$ cat src/rtl/delim_frame_pkg.sv
// delim_frame_pkg: shared types and constants for the "100"-delimited serial framing (rev 1.0).
// Frame length grows by two bits when DELIM_FRAME_TX_PARITY_EN is defined.
`default_nettype none

package delim_frame_pkg;

  typedef enum logic [2:0] {
    ST_IDLE  = 3'd0,
    ST_DELIM = 3'd1,
    ST_DATA  = 3'd2,
    ST_STUFF = 3'd3,
    ST_GAP   = 3'd4
`ifdef DELIM_FRAME_TX_PARITY_EN
    ,
    ST_PARITY = 3'd5
`endif
  } state_t;

  localparam logic       IDLE_LEVEL = 1'b1;
  localparam logic [2:0] DELIM      = 3'b100;
  localparam int         DELIM_LEN  = 3;

  // Worst case is a stuff bit after every other payload bit.
  function automatic int max_frame_len(input int data_w);
    int len;
    len = DELIM_LEN + data_w + (data_w + 1) / 2;
`ifdef DELIM_FRAME_TX_PARITY_EN
    len = len + 2;
`endif
    return len;
  endfunction

endpackage

`default_nettype wire

$ cat src/rtl/delim_frame_tx_if.sv
// delim_frame_tx_if: producer-side start/ready handshake plus the serial line outputs (rev 1.0).
`default_nettype none

interface delim_frame_tx_if #(
  parameter int DATA_W = 8
) ();

  logic              start;
  logic [DATA_W-1:0] data_in;
  logic              ready;
  logic              w;
  logic              done;

  modport master (
    output start,
    output data_in,
    input  ready,
    input  w,
    input  done
  );

  modport slave (
    input  start,
    input  data_in,
    output ready,
    output w,
    output done
  );

endinterface

`default_nettype wire

$ cat src/rtl/delim_frame_tx_stuffer.sv
// frame_stuffer: two-bit history of transmitted payload bits; requests a stuff 1 after "10" (rev 1.0).
`default_nettype none

module frame_stuffer (
  input  wire logic clk,
  input  wire logic rst,
  input  wire logic clr,
  input  wire logic push,
  input  wire logic bit_in,
  output logic      stuff_req
);

  logic [1:0] hist;

  // A clear together with a push starts the history from "00" and records the new bit.
  always_ff @(posedge clk) begin
    if (rst) begin
      hist <= 2'b00;
    end else if (push) begin
      hist <= {(clr ? 1'b0 : hist[0]), bit_in};
    end else if (clr) begin
      hist <= 2'b00;
    end
  end

  assign stuff_req = (hist == 2'b10);

endmodule

`default_nettype wire

$ cat src/rtl/delim_frame_tx.sv
// delim_frame_tx: sends 1,0,0 then a bit-stuffed MSB-first payload on w; idle line is 1 (rev 1.0).
// Option DELIM_FRAME_TX_PARITY_EN appends a stuffed even-parity bit after the payload.
`default_nettype none

module delim_frame_tx
  import delim_frame_pkg::*;
#(
  parameter int DATA_W = 8
) (
  input wire logic         clk,
  input wire logic         rst,
  delim_frame_tx_if.slave  bus
);

  localparam int CW = (DATA_W > 2) ? $clog2(DATA_W) : 1;

  state_t                 state;
  logic [DATA_W-1:0]      data_lat;
  logic [CW-1:0]          bit_cnt;
  logic [CW-1:0]          next_idx;
  logic [DELIM_LEN-1:0]   delim_sh;
  logic [1:0]             delim_left;
  logic                   w_reg;
  logic                   ready_reg;
  logic                   done_reg;

  logic                   stuff_req;
  logic                   hist_clr;
  logic                   hist_push;
  logic                   emit_stuff;
  logic                   emit_data;
  logic                   next_bit;
`ifdef DELIM_FRAME_TX_PARITY_EN
  logic                   par_sent;
  logic                   emit_par;
`endif

  // Decide which payload-region bit goes onto w at the coming edge.
  always_comb begin
    emit_stuff = 1'b0;
    emit_data  = 1'b0;
    hist_clr   = 1'b0;
    next_bit   = IDLE_LEVEL;
    next_idx   = bit_cnt - 1'b1;
`ifdef DELIM_FRAME_TX_PARITY_EN
    emit_par   = 1'b0;
`endif
    case (state)
      ST_DELIM: begin
        if (delim_left == 2'd0) begin
          hist_clr = 1'b1;
          next_bit = data_lat[bit_cnt];
        end
      end
      ST_DATA, ST_STUFF
`ifdef DELIM_FRAME_TX_PARITY_EN
      , ST_PARITY
`endif
      : begin
        if (stuff_req) begin
          emit_stuff = 1'b1;
          next_bit   = 1'b1;
        end else if (bit_cnt != '0) begin
          emit_data = 1'b1;
          next_bit  = data_lat[next_idx];
        end
`ifdef DELIM_FRAME_TX_PARITY_EN
        else if (!par_sent) begin
          emit_par = 1'b1;
          next_bit = ^data_lat;
        end
`endif
      end
      default: ;
    endcase
  end

`ifdef DELIM_FRAME_TX_PARITY_EN
  assign hist_push = hist_clr | emit_stuff | emit_data | emit_par;
`else
  assign hist_push = hist_clr | emit_stuff | emit_data;
`endif

  frame_stuffer u_stuffer (
    .clk       (clk),
    .rst       (rst),
    .clr       (hist_clr),
    .push      (hist_push),
    .bit_in    (next_bit),
    .stuff_req (stuff_req)
  );

  always_ff @(posedge clk) begin
    if (rst) begin
      state      <= ST_IDLE;
      data_lat   <= '0;
      bit_cnt    <= '0;
      delim_sh   <= '0;
      delim_left <= 2'd0;
      w_reg      <= IDLE_LEVEL;
      ready_reg  <= 1'b1;
      done_reg   <= 1'b0;
`ifdef DELIM_FRAME_TX_PARITY_EN
      par_sent   <= 1'b0;
`endif
    end else begin
      done_reg <= 1'b0;
      case (state)
        ST_IDLE: begin
          w_reg <= IDLE_LEVEL;
          if (bus.start) begin
            data_lat   <= bus.data_in;
            bit_cnt    <= CW'(DATA_W - 1);
            delim_sh   <= DELIM << 1;
            delim_left <= 2'(DELIM_LEN - 1);
            w_reg      <= DELIM[DELIM_LEN-1];
            ready_reg  <= 1'b0;
            state      <= ST_DELIM;
`ifdef DELIM_FRAME_TX_PARITY_EN
            par_sent   <= 1'b0;
`endif
          end
        end
        ST_DELIM: begin
          if (delim_left == 2'd0) begin
            w_reg <= next_bit;
            state <= ST_DATA;
          end else begin
            w_reg      <= delim_sh[DELIM_LEN-1];
            delim_sh   <= delim_sh << 1;
            delim_left <= delim_left - 2'd1;
          end
        end
        ST_DATA, ST_STUFF
`ifdef DELIM_FRAME_TX_PARITY_EN
        , ST_PARITY
`endif
        : begin
          w_reg <= next_bit;
          if (emit_stuff) begin
            state <= ST_STUFF;
          end else if (emit_data) begin
            state   <= ST_DATA;
            bit_cnt <= next_idx;
          end
`ifdef DELIM_FRAME_TX_PARITY_EN
          else if (emit_par) begin
            state    <= ST_PARITY;
            par_sent <= 1'b1;
          end
`endif
          else begin
            state    <= ST_GAP;
            done_reg <= 1'b1;
          end
        end
        ST_GAP: begin
          w_reg     <= IDLE_LEVEL;
          ready_reg <= 1'b1;
          state     <= ST_IDLE;
        end
        default: begin
          w_reg     <= IDLE_LEVEL;
          ready_reg <= 1'b1;
          state     <= ST_IDLE;
        end
      endcase
    end
  end

  assign bus.w     = w_reg;
  assign bus.ready = ready_reg;
  assign bus.done  = done_reg;

endmodule

`default_nettype wire

$ cat src/flat_wrapper.sv
// flat-port wrapper written by rule: the top's interface ports become plain ports
module delim_frame_tx_flat import delim_frame_pkg::*;
#(
  parameter int DATA_W = 8
)
  (clk, rst, bus_start, bus_data_in, bus_ready, bus_w, bus_done);
  delim_frame_tx_if #(.DATA_W(DATA_W)) bus_i ();
  input wire logic clk;
  input wire logic rst;
  input wire logic [$bits(bus_i.start)-1:0] bus_start;
  input wire logic [$bits(bus_i.data_in)-1:0] bus_data_in;
  output wire logic [$bits(bus_i.ready)-1:0] bus_ready;
  output wire logic [$bits(bus_i.w)-1:0] bus_w;
  output wire logic [$bits(bus_i.done)-1:0] bus_done;
  assign bus_i.start = bus_start;
  assign bus_i.data_in = bus_data_in;
  assign bus_ready = bus_i.ready;
  assign bus_w = bus_i.w;
  assign bus_done = bus_i.done;
  delim_frame_tx #(.DATA_W(DATA_W)) u_core (.clk(clk), .rst(rst), .bus(bus_i));
endmodule
$ cat config.mk
export PLATFORM = sky130hd
export DESIGN_NAME = delim_frame_tx_flat
export DESIGN_NICKNAME = d
export VERILOG_FILES = /design/src/rtl/delim_frame_pkg.sv /design/src/rtl/delim_frame_tx_if.sv /design/src/rtl/delim_frame_tx_stuffer.sv /design/src/rtl/delim_frame_tx.sv /design/src/flat_wrapper.sv
export SDC_FILE = /design/constraint.sdc
export NUM_CORES = 1
export LEC_CHECK = 0
export CAP_MARGIN = 20
export CELL_PAD_IN_SITES_DETAIL_PLACEMENT = 0
export CELL_PAD_IN_SITES_GLOBAL_PLACEMENT = 1
export CORE_AREA = 2 2 66 74
export CTS_BUF_LIST = sky130_fd_sc_hd__clkbuf_2 sky130_fd_sc_hd__clkbuf_4 sky130_fd_sc_hd__clkbuf_8
export CTS_CLUSTER_DIAMETER = 80
export DETAILED_ROUTE_END_ITERATION = 8
export DIE_AREA = 0 0 68 76
export GPL_ROUTABILITY_DRIVEN = 0
export PLACE_DENSITY = 0.64
export SLEW_MARGIN = 10
export SYNTH_ARGS = -nofsm -noshare
export SYNTH_HDL_FRONTEND = slang
export SYNTH_SLANG_ARGS = --single-unit
$ cat constraint.sdc
create_clock -name clk -period 1.6 [get_ports clk]
set_input_delay 0.32 -clock clk [delete_from_list [all_inputs] [get_ports clk]]
set_output_delay 0.32 -clock clk [all_outputs]
set_load 0.01 [all_outputs]
==> impl_metrics.json <==
{
  "grt_max_degree": 13,
  "holdWs_ns": 0.4678,
  "setup_ws_ns": -0.01428,
  "boundaryPins": 14,
  "synth_top_family_by_area": "simple AND/OR/NAND/NOR gates",
  "largest_register_ffs": 8,
  "path_class": "reg2reg",
  "io_buffers": 13,
  "cts_buffers": 3,
  "drtIter0Drc": 44,
  "synth_mux_area_share_pct": 13.24,
  "min_path_type": "reg2reg",
  "p_per_area_nw_per_um2": 1020,
  "syn_nets": 130,
  "max-clock-path-buffers": 2,
  "clock_skew_ns": 0.003106,
  "row_count": 26,
  "first_pass_iters": 4,
  "die_area_sq_um": 5168,
  "outcome": "complete, but fails checks",
  "synthArstFlopShare_pct": 0,
  "fmaxAchievable_mhz": 619.5,
  "die_x_um": 68,
  "grt_pass1_vias": 928,
  "wl_mm": 2.234,
  "fin_crit_ns": 1.614,
  "p_leak_nw": 0.5571,
  "final_antenna_net_count": 0,
  "vdd_drop_max_uv": 265.3,
  "yosys.area.top_type": "dfxtp_1",
  "h-tree-depth": 1,
  "r2r_cells": 6,
  "place_inst": 194,
  "reg.largest.list": "u_core.data_lat (8), u_core.bit_cnt (3), u_core.state (3)",
  "synth_top_area_share_pct": 39.72,
  "hold_viol_final": 0,
  "antennaDiodeCount": 0,
  "grtUsageTotal_pct": 9.902,
  "finalCritPeriodShare_pct": 100.9,
  "synth.ff_latch_count": 21,
  "synth_xor_area_share_pct": 0.8274,
  "ys.flop_type": "dfxtp_1",
  "synth.yosys.warnings": 0,
  "largest_register": "u_core.data_lat",
  "clkLatencyLatePin_ns": 0.26,
  "violations": "negative setup slack",
  "cp.required_ns": 1.75,
  "crit_chain": "inv_4 -> ha_4 -> mux4_2 -> mux2i_1 -> and2_4 -> o21ai_2",
  "synth_common_cells": "dfxtp_1, nand2_1, a21oi_1",
  "worstHoldStart": "u_core.bus.ready",
  "stdcell_count": 199,
  "crit_path_start_kind": "flip-flop",
  "post-route-drc-count": 0,
  "synth-compound-area-share_pct": 13.95,
  "worstReg2RegStart": "u_core.bit_cnt[0]",
  "cp-end-kind": "flip-flop",
  "dpl.hpwl_mm": 1.793,
  "dp_worst_setup_slack_ns": -0.1171,
  "crit_buf_inv": 1,
  "ctsRootBufferMaster": "clkbuf_8",
  "cp_slowest_stage_delay_ns": 0.49,
  "synth_cell_type_count": 34,
  "seq_area_frac_synth_pct": 39.72,
  "power.total_mw": 1.444,
  "yosys-top-cells-area": "dfxtp_1, nand2_1, a21oi_1",
  "clock-sinks": 21,
  "antenna_found_initial": 0,
  "path_clk_slew_ns": 0.07,
  "crit_family": "multiplexers",
  "r2r_end": "u_core.bus.w",
  "fillers": 485,
  "hold_path_end": "u_core.bus.ready",
  "cts_tree": "done",
  "syn_avg_cell_area_sq_um": 9.125,
  "vias": 912,
  "die_y_um": 76,
  "vias_per_cell": 4.583,
  "synthToLayoutAreaGrowth_pct": 33.81,
  "worst_slew_pin_slew_ns": 0.3075,
  "holdBufCountCts": 0,
  "drt-wirelength-per-cell_um": 11.23,
  "overflow": 0,
  "maxCapViolCount": 0,
  "initial_core_util_pct": 23.58,
  "syn_area_sq_um": 1059,
  "hold_depth": 2,
  "path_max_fanout": 2,
  "finalSetupTns_ns": -0.01428,
  "crit_slowest_cell": "mux4_2",
  "setup_viol_count_final": 1,
  "netlist_instances": 116,
  "rsz0062_at_grt": "true",
  "nets": 158,
  "drive_above_1_share_pct": 23.78,
  "cp.arrival_ns": 1.77,
  "r2r_slack_ns": -0.01,
  "slew_viol_final": 0,
  "synth_edf_count": 0,
  "synthAdderAreaFrac_pct": 3.546,
  "coreArea_sq_um": 4489,
  "yosys.area_share.simple_pct": 23.05,
  "max-slew-margin-rel_pct": 79.43,
  "grt_pass1_wl_mm": 3.974
}
-- power by group --
group	internal [mW]	total [mW]	switching, mW
combinational	0.258	0.471	0.213
sequential	0.582	0.629	0.0467
clock	0.174	0.344	0.171
-- worst register-to-register path: stages, from the launching register on --
cell and delay (ns):
dfxtp_4 0.36, inv_4 0.04, ha_4 0.27, mux4_2 0.49, mux2i_1 0.14, and2_4 0.17
o21ai_2 0.05
-- layout by cell type, fill, tap and decap left out, types with 4 or more instances in the layout --
| cell type | synthesis | routed |
|---|---|---|
| clkdlybuf4s50_1 | 0 | 13 |
| buf_4 | 0 | 16 |
| inv_1 | 7 | 5 |
| dfxtp_1 | 21 | 19 |
| nor3_1 | 5 | 5 |
| nor2_1 | 4 | 4 |
| nand2b_1 | 4 | 4 |
| a21oi_1 | 12 | 12 |
| nand2_1 | 21 | 21 |
| a211oi_1 | 4 | 4 |
-- cell families (layout without fill, tap and decap cells) --
family | count (synthesis) | after routing
multiplexers | 8 | 8
flip-flops | 21 | 21
AND/OR/NAND/NOR | 46 | 46
XOR/XNOR | 1 | 1
buffers and inverters | 13 | 40
AO/OA/AOI/OAI | 24 | 24
adder cells (fa/ha/maj) | 3 | 3
-- area by class of cell --
cell class                      count  area, sq um  share of cell area [%]
Multi-Input combinational cell     82        595.6                   42.05
Sequential cell                    21        425.4                   30.04
Timing Repair Buffer               29        250.2                   17.67
Tap cell                           56        70.07                   4.947
Clock buffer                        3        41.29                   2.915
Inverter                            7        28.78                   2.032
Clock inverter                      1        5.005                  0.3534
-- worst max path at each step --
stage                            startpoint                 end  slack (ns)  cells after the start
final                     u_core.bit_cnt[0]        u_core.bus.w       -0.01                      6
after CTS                 u_core.bit_cnt[0]        u_core.bus.w       -0.03                      6
after detailed placement          bus_start  u_core.data_lat[2]       -0.12                      5
after floorplan           u_core.bit_cnt[0]        u_core.bus.w       0.004                      6
after global routing      u_core.bit_cnt[0]        u_core.bus.w       -0.10                      6
after global placement            bus_start  u_core.data_lat[6]       -0.12                      5
-- per-stage QoR --
step / utilization, % / area, sq um
3_3_place_gp: 30.27 / 1359
2_1_floorplan: - / 1080
3_5_place_dp: 30.27 / 1359
6_report: 31.55 / 1416
5_1_grt: 31.55 / 1416
4_1_cts: 31.38 / 1409
-- per-layer routing --
| metal | global-route usage, % | wire length (um) | share of wire, % | vias to the layer above |
|---|---|---|---|---|
| li1 | - | - | - | 463 |
| met5 | 0 | 0 | 0 | - |
| met1 | 12.32 | 977 | 44 | 429 |
| met2 | 15.92 | 1122 | 50 | 15 |
| met4 | 4.200 | 46 | 2.1 | 0 |
| met3 | 2.363 | 88 | 3.9 | 5 |
-- timing repair --
| item | in CTS | in global routing |
|---|---|---|
| resized for setup | 1 | 0 |
| pin swaps | 1 | 2 |
| setup buffers | 0 | 1 |
| endpoints found under the setup margin | 2 | 2 |
(Power assumes the default switching activity.)
